$ cat config.mk
export PLATFORM = sky130hd
export DESIGN_NAME = pulse_train_gen
export DESIGN_NICKNAME = d
export VERILOG_FILES = /design/src/rtl/pulse_train_gen.sv
export SDC_FILE = /design/constraint.sdc
export NUM_CORES = 1
export LEC_CHECK = 0
export ABC_AREA = 1
export CAP_MARGIN = 20
export CORE_MARGIN = 2
export CORE_UTILIZATION = 51
export DETAILED_ROUTE_END_ITERATION = 16
export PLACE_DENSITY = 0.76
export SYNTH_ARGS = -nofsm -noshare
export SYNTH_HDL_FRONTEND = slang
export SYNTH_SLANG_ARGS = --single-unit
$ cat constraint.sdc
create_clock -name clk -period 1.7 [get_ports clk]
set_input_delay 0.51 -clock clk [delete_from_list [all_inputs] [get_ports clk]]
set_output_delay 0.51 -clock clk [all_outputs]
set_load 0.02 [all_outputs]
$ cat src/rtl/pulse_train_gen.sv
// ---------------------------------------------------------------------------
// pulse_train_gen
//   Programmable pulse-train generator. It produces a registered PULSE waveform
//   with a programmable period and high time, either continuously or as a
//   one-shot run. PULSE drives the CLK input of a downstream ripple-counter
//   stage, and that stage counts PULSE rising edges.
//
//   Optional feature macro: PULSE_GEN_BURST_EN
//     defined   : adds the burst port. A one-shot run emits max(burst,1) periods.
//     undefined : there is no burst port, and a one-shot run is exactly one period.
//
// Parameters
//   WIDTH      width of period, high_time, burst and the cycle counter
// Ports
//   clk        system clock, rising edge
//   rst_n      asynchronous active-low reset
//   start      level; starts a run from IDLE (ignored while busy)
//   stop       level; aborts a run, and has priority over start
//   mode       0 = continuous, 1 = one-shot (captured at run start)
//   period     period in clk cycles; 0 is not a legal value
//   high_time  pulse high cycles per period (clamped to period)
//   burst      periods per one-shot run (only with PULSE_GEN_BURST_EN)
//   pulse      registered pulse output
//   busy       high while running
//   done       one-cycle strobe at the normal end of a one-shot run
// ---------------------------------------------------------------------------
module pulse_train_gen #(
  parameter int WIDTH = 8
) (
  input  logic             clk,
  input  logic             rst_n,
  input  logic             start,
  input  logic             stop,
  input  logic             mode,
  input  logic [WIDTH-1:0] period,
  input  logic [WIDTH-1:0] high_time,
`ifdef PULSE_GEN_BURST_EN
  input  logic [WIDTH-1:0] burst,
`endif
  output logic             pulse,
  output logic             busy,
  output logic             done
);

  typedef enum logic [1:0] {IDLE, RUN_HIGH, RUN_LOW} state_t;

  state_t           state_reg, state_next;
  logic [WIDTH-1:0] cnt_reg, cnt_next;
  logic [WIDTH-1:0] p_reg, p_next;
  logic [WIDTH-1:0] h_reg, h_next;
  logic             mode_reg, mode_next;
  logic             pulse_reg, pulse_next;
  logic             busy_reg, busy_next;
  logic             done_reg, done_next;
`ifdef PULSE_GEN_BURST_EN
  logic [WIDTH-1:0] burst_cnt_reg, burst_cnt_next;
`endif

  // The effective high time is clamped to the period. This makes H==P mean
  // that the output is "always high".
  logic [WIDTH-1:0] h_eff;
  logic [WIDTH-1:0] cnt_plus;
  logic             last_period;

  assign h_eff    = (high_time > period) ? period : high_time;
  assign cnt_plus = cnt_reg + WIDTH'(1);

  always_ff @(posedge clk or negedge rst_n) begin
    if (!rst_n) begin
      state_reg     <= IDLE;
      cnt_reg       <= '0;
      p_reg         <= '0;
      h_reg         <= '0;
      mode_reg      <= 1'b0;
      pulse_reg     <= 1'b0;
      busy_reg      <= 1'b0;
      done_reg      <= 1'b0;
`ifdef PULSE_GEN_BURST_EN
      burst_cnt_reg <= '0;
`endif
    end else begin
      state_reg     <= state_next;
      cnt_reg       <= cnt_next;
      p_reg         <= p_next;
      h_reg         <= h_next;
      mode_reg      <= mode_next;
      pulse_reg     <= pulse_next;
      busy_reg      <= busy_next;
      done_reg      <= done_next;
`ifdef PULSE_GEN_BURST_EN
      burst_cnt_reg <= burst_cnt_next;
`endif
    end
  end

  always_comb begin
    state_next  = state_reg;
    cnt_next    = cnt_reg;
    p_next      = p_reg;
    h_next      = h_reg;
    mode_next   = mode_reg;
    pulse_next  = pulse_reg;
    busy_next   = busy_reg;
    done_next   = 1'b0;
    last_period = 1'b1;
`ifdef PULSE_GEN_BURST_EN
    burst_cnt_next = burst_cnt_reg;
`endif

    case (state_reg)
      IDLE: begin
        if (start && !stop && (period != '0)) begin
          p_next     = period;
          h_next     = h_eff;
          mode_next  = mode;
          cnt_next   = '0;
          busy_next  = 1'b1;
          pulse_next = (h_eff != '0);
          state_next = (h_eff != '0) ? RUN_HIGH : RUN_LOW;
`ifdef PULSE_GEN_BURST_EN
          burst_cnt_next = (burst == '0) ? WIDTH'(1) : burst;
`endif
        end
      end

      RUN_HIGH, RUN_LOW: begin
        if (stop) begin
          // Abort: the partial period is thrown away and done stays low.
          state_next = IDLE;
          pulse_next = 1'b0;
          busy_next  = 1'b0;
          cnt_next   = '0;
`ifdef PULSE_GEN_BURST_EN
          burst_cnt_next = '0;
`endif
        end else if (cnt_reg == p_reg - WIDTH'(1)) begin
          // Period boundary. The boundary check comes before the high/low
          // check, so when H==P the output stays high across periods.
`ifdef PULSE_GEN_BURST_EN
          if (burst_cnt_reg > WIDTH'(1)) begin
            last_period    = 1'b0;
            burst_cnt_next = burst_cnt_reg - WIDTH'(1);
          end
`endif
          cnt_next = '0;
          if (mode_reg && last_period) begin
            state_next = IDLE;
            pulse_next = 1'b0;
            busy_next  = 1'b0;
            done_next  = 1'b1;
          end else if (period == '0) begin
            // A zero period loaded at a boundary ends the run quietly.
            state_next = IDLE;
            pulse_next = 1'b0;
            busy_next  = 1'b0;
          end else begin
            p_next     = period;
            h_next     = h_eff;
            pulse_next = (h_eff != '0);
            state_next = (h_eff != '0) ? RUN_HIGH : RUN_LOW;
          end
        end else begin
          cnt_next = cnt_plus;
          if (cnt_plus == h_reg) begin
            state_next = RUN_LOW;
            pulse_next = 1'b0;
          end
        end
      end

      default: begin
        state_next = IDLE;
        pulse_next = 1'b0;
        busy_next  = 1'b0;
        cnt_next   = '0;
      end
    endcase
  end

  assign pulse = pulse_reg;
  assign busy  = busy_reg;
  assign done  = done_reg;

endmodule

==> impl_metrics.py, run 1 <==
metrics = {
    "floorplan": {
        "ios": 24,
        "die_w_um": 69.53,
        "start_util_pct": 53.96,
        "fp-row-count": 23,
        "die_height_um": 69.53,
        "dieArea_um2": 4834,
        "core_area_um2": 4058,
    },
    "pwr": {
        "clkPwrFrac_pct": 15.1,
        "power.leakage_nw": 1.687,
        "p_seq_share_pct": 23.9,
        "combPwrFrac_pct": 61.1,
        "switchingPower_mw": 2.316,
        "netSwitchingFraction_pct": 45.75,
        "ir_drop_uv": 998.9,
        "power_mw": 5.063,
        "power_density_nw_per_um2": 1474,
        "intPower_mw": 2.747,
    },
    "sta": {
        "rsz0062_at_grt": "true",
        "fin_skew_ns": 0.01239,
        "setup_violations": 28,
        "whs_ns": 0.5304,
        "slew_violations": 0,
        "timing_hold_violations_final": 0,
        "worstMarginPinSlew_ns": 0.3191,
        "timing.fmax_ghz": 0.4629,
        "fin_crit_sh_pct": 127.1,
        "period_minus_slack_ns": 2.160,
        "slew_headroom_pct": 78.73,
        "worst_slack_ns": -0.4604,
    },
    "clocking": {
        "root_buffer": "clkbuf_8",
        "cts_tree": "yes",
        "cts_hold_buffers": 0,
        "clockBufferDepth": 2,
        "cts_max_level": 2,
        "cts_sinks": 29,
        "worstSkewPairLatency_ns": 0.29,
        "clk_pin_slew_worst_paths_ns": 0.07,
        "cts_buffers": 5,
    },
    "critical_path": {
        "critPathLaunchType": "input pin",
        "path_class": "in2reg",
        "r2r_start": "cnt_reg[1]$_DFFE_PN0P_",
        "r2r_slack_ns": -0.36,
        "crit_path_end_kind": "flip-flop",
        "crit_fanout": 8,
        "crit_required_ns": 1.92,
        "crit_path_start": "period[2]",
        "cp.arrival_ns": 2.39,
    },
    "layout": {
        "area_growth_pct": 56.86,
        "fillers": 189,
        "fin_area_um2": 3435,
        "multi_input_area_um2": 1595,
        "layout-drive-gt1-share_pct": 46.72,
        "utilization_pct": 84.64,
        "register_area_um2": 726.9,
        "antenna-diode-count": 0,
        "layout.nets": 428,
    },
    "logic_synthesis": {
        "syn_avg_cell_area_um2": 7.156,
        "netlist_area_um2": 2190,
        "yosysUniqueCellTypes": 26,
        "synth_warnings": 0,
        "syn-num-nets": 339,
        "synthCells": 306,
        "ys_seq_area_share_pct": 33.14,
        "ys_ff_latch": 29,
    },
    "global_route": {
        "grt-ovfl-total": 0,
        "first_global_vias": 2675,
        "grt_max_degree": 30,
        "antenna_found_initial": 0,
        "grt_usage_pct": 32.73,
        "grt_pass1_wl_um": 12650,
    },
    "min_path": {
        "holdCritPathClass": "reg2reg",
        "holdCritStartpoint": "h_reg[0]$_DFFE_PN0P_",
    },
    "routing": {
        "drc_errors": 0,
        "drt-initial-drc-count": 314,
        "vias": 2616,
        "ant_nets": 0,
        "postRouteWirelength_um": 8423,
        "routedWlPerCell_um": 18.89,
        "first_pass_iters": 5,
        "viasPerCell": 5.865,
    },
    "placement": {
        "dp_hpwl_um": 4354,
        "dpl_cell_area_um2": 2978,
        "place.port_buffers": 23,
        "gp_congestion": 0.8660,
    },
    "run_status": {
        "status": "finished, violations left",
        "violations": "negative setup slack",
    },
    "job": {
        "cap_violations": 0,
    },
}
==> layout make-up <==
type,instances,area share [%]
flip-flops and latches,29,21.17
well taps,50,1.821
inverters,46,5.209
repair buffers,88,21.97
clock buffers,7,2.514
multi-input cells,225,46.45
clock inverters,1,0.8743
==> metal layers <==
metal  vias up  share of wire, %  GRT usage, %
met3        58               8.6         6.541
li1       1153                 -             -
met1      1199                37         37.84
met5         -                 0             0
met2       206                48         58.01
met4         0               5.5         14.81
==> repair_timing <==
action / in CTS / in global routing
resized for setup: 85 / 28
pin swaps: 27 / 15
buffers inserted: 8 / 4
gates cloned: 1 / 0
endpoints found under the setup margin: 32 / 29
==> layout by cell type, fill, tap and decap left out, types with 2 or more instances in the layout <==
cell and instances:
buf_6 7, inv_1 32, clkbuf_8 6, nand2_1 64, nor2_4 3, buf_4 55
ha_1 3, o22ai_1 4, inv_2 12, nor2_2 5, buf_2 4, nand3_4 2
dlygate4sd2_1 6, xor2_1 10, buf_12 3, clkdlybuf4s50_1 4, nand2_4 4, clkdlybuf4s15_1 4
ha_4 9, nand4_4 2, clkdlybuf4s15_2 4, nand3_2 4, o21ai_0 5, dfrtp_1 28
nand2_2 35, nand4_1 4, nand3_1 24, nand3b_1 2, a21oi_2 2, nor2_1 16
o21ai_2 19, xnor2_1 3
==> path summary, 6_finish.rpt <==
check                                           end  depth (start not counted)
max                        state_reg[1]$_DFFE_PN0P_                         18
max reg2reg                state_reg[1]$_DFFE_PN0P_                         13
max in group asynchronous  state_reg[0]$_DFFE_PN0P_                          2
min                            h_reg[0]$_DFFE_PN0P_                          2
min in group asynchronous      p_reg[2]$_DFFE_PN0P_                          2
min reg2reg                    h_reg[0]$_DFFE_PN0P_                          2
==> cell families after synthesis <==
| family | count (synthesis) | synth area share (%) |
|---|---|---|
| xor+xnor | 14 | 5.600 |
| fa+ha+maj | 12 | 6.857 |
| flops | 29 | 33.14 |
| buf+inv | 53 | 10.57 |
| simple gates | 167 | 33.66 |
| compound gates | 31 | 10.17 |
==> metrics by stage <==
stage          cells  worst slack [ns]  setup TNS (ns)
6_report         446           -0.4604          -7.509
5_1_grt          446           -0.5457          -11.24
4_1_cts          442           -0.2644          -6.128
3_5_place_dp     425           -0.8984          -18.38
3_3_place_gp     425           -0.7872          -17.36
2_1_floorplan    306           -0.1979          -2.594
==> power groups by stage <==
stage | combinational, mW | sequential (mW) | clock [mW]
after floorplan | 1.68 | 1.18 | 0
after global placement | 2.43 | 1.17 | 0
after detailed placement | 2.53 | 1.18 | 0
after CTS | 2.69 | 1.18 | 0.769
after global routing | 3.32 | 1.24 | 0.804
final | 3.09 | 1.21 | 0.763
==> worst max-delay path, cell delays in order <==
cell and delay (ns):
clkdlybuf4s15_2 0.18, inv_2 0.07, ha_4 0.20, nand2_2 0.09, inv_2 0.06, nand2_1 0.07
nand2_1 0.07, nand2_2 0.14, nand2_4 0.10, nand2_8 0.12, nand2_1 0.08, nand2_1 0.10
nand2_1 0.07, nor2_2 0.15, nand3_1 0.13, nand2_1 0.10, nand2_1 0.06, nand2_1 0.07
==> synthesized netlist by cell type <==
library cell	n	area, um2
xnor2_1	4	35.03
nand3b_1	2	15.01
inv_1	44	165.2
buf_2	2	10.01
nand4_2	1	12.51
o21ai_2	16	140.1
inv_2	2	7.510
nand3_2	1	10.01
a21o_1	1	7.510
nor4_1	1	6.260
nand4_4	1	21.27
clkbuf_1	1	3.750
buf_6	4	45.04
nor2_1	22	82.58
nor3b_2	1	12.51
o22ai_1	4	25.02
dfrtp_1	29	725.7
nand2_2	3	18.77
ha_1	12	150.1
o21ai_0	8	40.04
nor2_2	2	12.51
nand3_1	29	145.1
a21oi_1	2	10.01
xor2_1	10	87.58
nand2_1	100	375.4
nand4_1	4	25.02
Note: power is estimated with default switching activity, not from simulation.
==> run 2, diff against run 1 <==
--- a/config.mk
+++ b/config.mk
@@ -8,9 +8,9 @@
 export ABC_AREA = 1
 export CAP_MARGIN = 20
 export CORE_MARGIN = 2
-export CORE_UTILIZATION = 51
+export CORE_UTILIZATION = 57
 export DETAILED_ROUTE_END_ITERATION = 16
-export PLACE_DENSITY = 0.76
+export PLACE_DENSITY = 0.81
 export SYNTH_ARGS = -nofsm -noshare
 export SYNTH_HDL_FRONTEND = slang
 export SYNTH_SLANG_ARGS = --single-unit
==> constraint.sdc (replaced) <==
create_clock -name clk -period 2.3 [get_ports clk]
set_input_delay 0.69 -clock clk [delete_from_list [all_inputs] [get_ports clk]]
set_output_delay 0.69 -clock clk [all_outputs]
set_load 0.02 [all_outputs]
==> run 2 against run 1 <==
  * Critical path type unchanged
  * Clock power down 41%
  * Die area decreased by 9.9%
  * Clock-buffer cell count stayed put
  * Sequential power fell by 27%
  * Final cell count decreased by 5.6%
  * Largest power group unchanged
  * First-iteration DRC count down 28%
  * Critical endpoint unchanged
  * Utilization increased by 1.7 points
  * Clock skew down 0.0035 ns
  * The run now ends clean
==> impl_metrics.py, run 2 (synthesis gave the netlist of run 1 again) <==
metrics = {
    "floorplan": {
        "start_util_pct": 59.36,
        "dieArea_um2": 4353,
        "die_height_um": 65.98,
        "core_area_um2": 3689,
        "ios": 24,
        "fp-row-count": 22,
        "die_w_um": 65.98,
    },
    "global_route": {
        "grt_pass1_wl_um": 10540,
        "antenna_found_initial": 0,
        "grt_usage_pct": 32.38,
        "use_met1_pct": 35.38,
        "met2_usage_pct": 57.70,
        "grt_use_met3_pct": 6.303,
        "grt_busiest_layer": "met2",
        "grt-ovfl-total": 0,
        "grt_max_degree": 30,
        "first_global_vias": 2334,
    },
    "pwr": {
        "combPwrFrac_pct": 59.2,
        "power_mw": 3.265,
        "netSwitchingFraction_pct": 46.27,
        "clkPwrFrac_pct": 13.7,
        "p_seq_share_pct": 27.0,
        "switchingPower_mw": 1.511,
        "intPower_mw": 1.754,
        "ir_drop_uv": 754.8,
        "power_density_nw_per_um2": 1025,
        "power.leakage_nw": 1.634,
    },
    "layout": {
        "stdcell_count": 421,
        "final_cell_mix": "77 x nand2_1, 40 x buf_4, 37 x inv_1",
        "fillers": 180,
        "area_growth_pct": 45.43,
        "antenna-diode-count": 0,
        "layout-drive-gt1-share_pct": 33.78,
        "layout.nets": 406,
        "layout_commonest_cell": "nand2_1",
    },
    "placement": {
        "dp_cells": 405,
        "dp_slack_ns": -0.4448,
        "place.port_buffers": 23,
        "dp_hpwl_um": 4264,
        "gp_congestion": 0.8949,
    },
    "sta": {
        "setup_violations": 0,
        "slew_violations": 0,
        "timing.fmax_ghz": 0.4357,
        "period_minus_slack_ns": 2.295,
        "worst_slack_ns": 0.004635,
        "timing_hold_violations_final": 0,
        "fin_skew_ns": 0.008909,
        "fin_tns_setup_ns": 0,
        "slew_headroom_pct": 74.06,
        "fin_crit_sh_pct": 99.80,
        "worstMarginPinSlew_ns": 0.3891,
    },
    "clocking": {
        "cts_max_level": 2,
        "cts_hold_buffers": 0,
        "clk_pin_slew_worst_paths_ns": 0.07,
        "cts_sinks": 29,
        "clockBufferDepth": 2,
        "worstSkewPairLatency_ns": 0.30,
        "cts_buffers": 5,
        "cts_tree": "yes",
        "root_buffer": "clkbuf_8",
    },
    "critical_path": {
        "crit_path_end_kind": "flip-flop",
        "cp.arrival_ns": 2.54,
        "path_class": "in2reg",
        "crit_required_ns": 2.54,
        "critPathLaunchType": "input pin",
        "crit_fanout": 8,
    },
    "routing": {
        "ant_nets": 0,
        "postRouteWirelength_um": 7554,
        "viasPerCell": 5.651,
        "first_pass_iters": 5,
        "routedWlPerCell_um": 17.94,
        "drt-initial-drc-count": 225,
        "vias": 2379,
        "drc_errors": 0,
    },
    "job": {
        "cap_violations": 0,
    },
    "min_path": {
        "holdCritPathClass": "reg2reg",
    },
    "run_status": {
        "status": "complete, no violations",
    },
}
-- run 2: cell types whose count changed in the layout (fill, tap and decap cells not counted), sizes merged --
cell | before | now
clkbuf | 8 | 7
inv | 45 | 46
clkdlybuf4s15 | 8 | 1
clkdlybuf4s50 | 4 | 7
dlygate4sd2 | 6 | 7
buf | 69 | 44
bufinv | 1 | 0
dlymetal6s2s | 0 | 8
clkinvlp | 1 | 0
nand2 | 104 | 103
-- run 2: repair_timing --
| item | CTS | global route |
|---|---|---|
| buffers inserted | 5 | 4 |
| setup endpoints to repair | 2 | 26 |
| gates resized for setup | 44 | 41 |
| endpoints found under the hold margin | 0 | 0 |
| pin swaps | 31 | 17 |
-- run 2: final timing paths --
kind,slack [ns],start,cells after the start,end
hold reg to reg,0.51,p_reg[7]$_DFFE_PN0P_,2,p_reg[7]$_DFFE_PN0P_
setup reg to reg,0.02,p_reg[0]$_DFFE_PN0P_,13,p_reg[4]$_DFFE_PN0P_
min in group asynchronous,0.78,rst_n,2,p_reg[3]$_DFFE_PN0P_
hold / removal,0.51,p_reg[7]$_DFFE_PN0P_,2,p_reg[7]$_DFFE_PN0P_
max in group asynchronous,1.24,rst_n,2,cnt_reg[2]$_DFFE_PN0P_
setup / recovery,0.005,period[3],18,state_reg[1]$_DFFE_PN0P_
-- run 2: power groups by stage --
stage,combinational (mW),sequential (mW),clock (mW)
3_5_place_dp,1.65,0.877,0
2_1_floorplan,1.15,0.848,0
4_1_cts,1.73,0.872,0.431
5_1_grt,2.09,0.902,0.469
6_report,1.93,0.882,0.449
3_3_place_gp,1.58,0.869,0
-- run 2: per-layer routing --
| metal | vias to the layer above | wire length (um) |
|---|---|---|
| met3 | 44 | 418 |
| met5 | - | 0 |
| met1 | 1111 | 2886 |
| met2 | 127 | 3771 |
| li1 | 1097 | - |
| met4 | 0 | 477 |
-- run 2: layout make-up --
cell class              count  area (um2)  area share (%)
multi-input cells         224        1526           47.94
clock buffers               7       86.33           2.711
repair buffers             67       613.1           19.25
well taps                  48       60.06           1.886
flip-flops and latches     29       725.7           22.79
inverters                  46       172.7           5.422
-- run 2: critical path: stages --
cell and delay (ns):
dlygate4sd2_1 0.22, inv_2 0.06, ha_4 0.28, nand2_2 0.06, inv_2 0.07, nand2_1 0.06, nand2_1 0.08, nand2_2 0.06
nand2_4 0.11, buf_12 0.16, nand3_4 0.07, nand2_2 0.10, nand2_2 0.07, nor2_4 0.14, nand3_2 0.11, nand2_2 0.07
nand2_1 0.05, nand2_1 0.07
-- run 2: per-stage QoR --
stage                     hold WS, ns  instance area [um2]  utilization, %
final                          0.5078                 3184           86.33
after global routing           0.5353                 3184           86.33
after CTS                      0.4929                 2990           81.07
after detailed placement       0.4770                 2721           73.78
after global placement         0.4780                 2721           73.78
after floorplan                0.3944                 2190               -
==> run 3, diff against run 2 <==
--- a/config.mk
+++ b/config.mk
@@ -10,6 +10,7 @@
 export CORE_MARGIN = 2
 export CORE_UTILIZATION = 57
 export DETAILED_ROUTE_END_ITERATION = 16
+export GPL_TIMING_DRIVEN = 0
 export PLACE_DENSITY = 0.81
 export SYNTH_ARGS = -nofsm -noshare
 export SYNTH_HDL_FRONTEND = slang
==> run 3 against run 2 <==
  * The run now ends with negative setup slack left
  * Sequential power about the same
  * Utilization is 3.7 points lower
  * Largest power group unchanged
  * Non-clock buffer count down 13
  * Sequential cell count did not move
  * Worst hold slack got worse by 0.013 ns
  * Clock-buffer cell count is the same
  * Critical path type unchanged
  * Clock skew down 0.0040 ns
  * Register-to-register slack improved by 0.08 ns
  * First-iteration DRC count shrank 2.7%
==> impl_metrics.py, run 3 (synthesis gave the netlist of run 1 again) <==
metrics = {
    "min_path": {
        "holdCritStartpoint": "busy$_DFFE_PN0P_",
        "holdCritPathClass": "reg2reg",
    },
    "placement": {
        "place.port_buffers": 23,
        "gp_congestion": 0.8841,
        "dp_cells": 378,
        "dp_hpwl_um": 3698,
    },
    "global_route": {
        "grt-ovfl-total": 0,
        "first_global_vias": 2277,
        "grt_usage_pct": 33.80,
        "grt_max_degree": 20,
        "grt_pass1_wl_um": 10920,
        "antenna_found_initial": 0,
    },
    "critical_path": {
        "r2r_start": "state_reg[0]$_DFFE_PN0P_",
        "crit_path_start": "period[3]",
        "r2r_slack_ns": 0.10,
        "path_class": "in2reg",
        "cp.arrival_ns": 2.55,
        "crit_required_ns": 2.53,
        "crit_fanout": 4,
        "crit_path_end_kind": "flip-flop",
        "critPathLaunchType": "input pin",
    },
    "floorplan": {
        "ios": 24,
        "fp-row-count": 22,
        "core_area_um2": 3689,
        "die_w_um": 65.98,
        "die_height_um": 65.98,
        "start_util_pct": 59.36,
        "dieArea_um2": 4353,
    },
    "layout": {
        "antenna-diode-count": 0,
        "stdcell_count": 410,
        "register_area_um2": 725.7,
        "layout.nets": 394,
        "utilization_pct": 82.60,
        "multi_input_area_um2": 1474,
        "area_growth_pct": 39.14,
        "layout-drive-gt1-share_pct": 32.60,
        "fillers": 202,
        "layout_commonest_cell": "nand2_1",
        "final_cell_mix": "75 x nand2_1, 34 x inv_1, 29 x dfrtp_1",
    },
    "routing": {
        "ant_nets": 0,
        "drt-initial-drc-count": 219,
        "routedWlPerCell_um": 18.10,
        "first_pass_iters": 7,
        "drc_errors": 0,
        "vias": 2394,
        "postRouteWirelength_um": 7421,
        "viasPerCell": 5.839,
    },
    "run_status": {
        "violations": "negative setup slack",
        "status": "finished, violations left",
    },
    "sta": {
        "slew_headroom_pct": 57.90,
        "setup_violations": 2,
        "fin_skew_ns": 0.004940,
        "worst_slack_ns": -0.02520,
        "timing.fmax_ghz": 0.4301,
        "worstMarginPinSlew_ns": 0.6296,
        "fin_crit_sh_pct": 101.1,
        "rsz0062_at_grt": "true",
        "period_minus_slack_ns": 2.325,
        "timing_hold_violations_final": 0,
        "slew_violations": 0,
    },
    "pwr": {
        "power.leakage_nw": 1.543,
        "p_seq_share_pct": 27.8,
        "combPwrFrac_pct": 54.5,
        "netSwitchingFraction_pct": 45.35,
        "intPower_mw": 1.742,
        "ir_drop_uv": 631.7,
        "power_density_nw_per_um2": 1046,
        "switchingPower_mw": 1.446,
        "clkPwrFrac_pct": 17.8,
    },
    "clocking": {
        "clockBufferDepth": 2,
        "worstSkewPairLatency_ns": 0.29,
        "cts_tree": "yes",
        "cts_buffers": 5,
        "cts_max_level": 2,
        "clk_pin_slew_worst_paths_ns": 0.07,
        "root_buffer": "clkbuf_8",
        "cts_sinks": 29,
    },
    "job": {
        "cap_violations": 0,
    },
}
## run 3: what timing repair did
action                                  4_1_cts  5_1_grt
endpoints found under the setup margin        3       27
buffers inserted                             18        5
gates cloned                                  1        0
gates resized for setup                      61       25
pin swaps                                    26       11
hold buffers                                  0        0
## run 3: power groups by stage
| stage | clock [mW] | sequential, mW | combinational (mW) |
|---|---|---|---|
| finish | 0.566 | 0.885 | 1.74 |
| global placement | 0 | 0.870 | 1.41 |
| detailed placement | 0 | 0.875 | 1.46 |
| CTS | 0.557 | 0.869 | 1.56 |
| floorplan | 0 | 0.848 | 1.15 |
| global route | 0.587 | 0.897 | 1.90 |
## run 3: per-layer routing
layer,vias to the layer above,global-route usage [%],routed length [um],share of wire [%]
met5,-,0,0,0
met4,0,12.76,413,5.6
met3,44,5.111,549,7.4
met2,151,63.76,3785,51
met1,1120,37.95,2673,36
li1,1079,-,-,-
## run 3: cell type report
class | count | area share, %
Clock buffer | 7 | 2.834
Tap cell | 48 | 1.971
Buffer | 7 | 1.971
Sequential cell | 29 | 23.82
Multi-Input combinational cell | 225 | 48.38
Clock inverter | 1 | 0.9856
Inverter | 46 | 5.667
Timing Repair Buffer | 47 | 14.37
## run 3: path summary, 6_finish.rpt
check,endpoint,depth (start not counted)
setup / recovery,state_reg[1]$_DFFE_PN0P_,17
hold / removal,busy$_DFFE_PN0P_,2
setup reg to reg,h_reg[6]$_DFFE_PN0P_,10
hold reg to reg,busy$_DFFE_PN0P_,2
max in group asynchronous,h_reg[4]$_DFFE_PN0P_,2
min in group asynchronous,cnt_reg[4]$_DFFE_PN0P_,1
## run 3: through the flow
| stage | worst slack, ns | hold slack (ns) | setup TNS [ns] | power (mW) | cell area (um2) |
|---|---|---|---|---|---|
| global route | -0.06162 | 0.5317 | -0.1378 | 3.383 | 3047 |
| detailed placement | -0.7032 | 0.4869 | -5.925 | 2.334 | 2507 |
| global placement | -0.6756 | 0.4752 | -5.650 | 2.281 | 2480 |
| floorplan | 0.09743 | 0.3944 | 0 | 1.996 | 2190 |
| finish | -0.02520 | 0.4952 | -0.04796 | 3.187 | 3047 |
| CTS | 0.004187 | 0.5012 | 0 | 2.985 | 2942 |
## run 3: worst max-delay path: stages
cell and delay, ns:
dlygate4sd2_1 0.22, inv_2 0.08, ha_4 0.28, nand2_1 0.07, inv_2 0.10, nand2_2 0.07
nand2_1 0.09, nand2_2 0.09, nand2_2 0.13, nand3_1 0.15, nand2_2 0.14, nand2_2 0.08
nor2_4 0.11, nand3_2 0.08, nand2_2 0.07, nand2_1 0.04, nand2_1 0.05
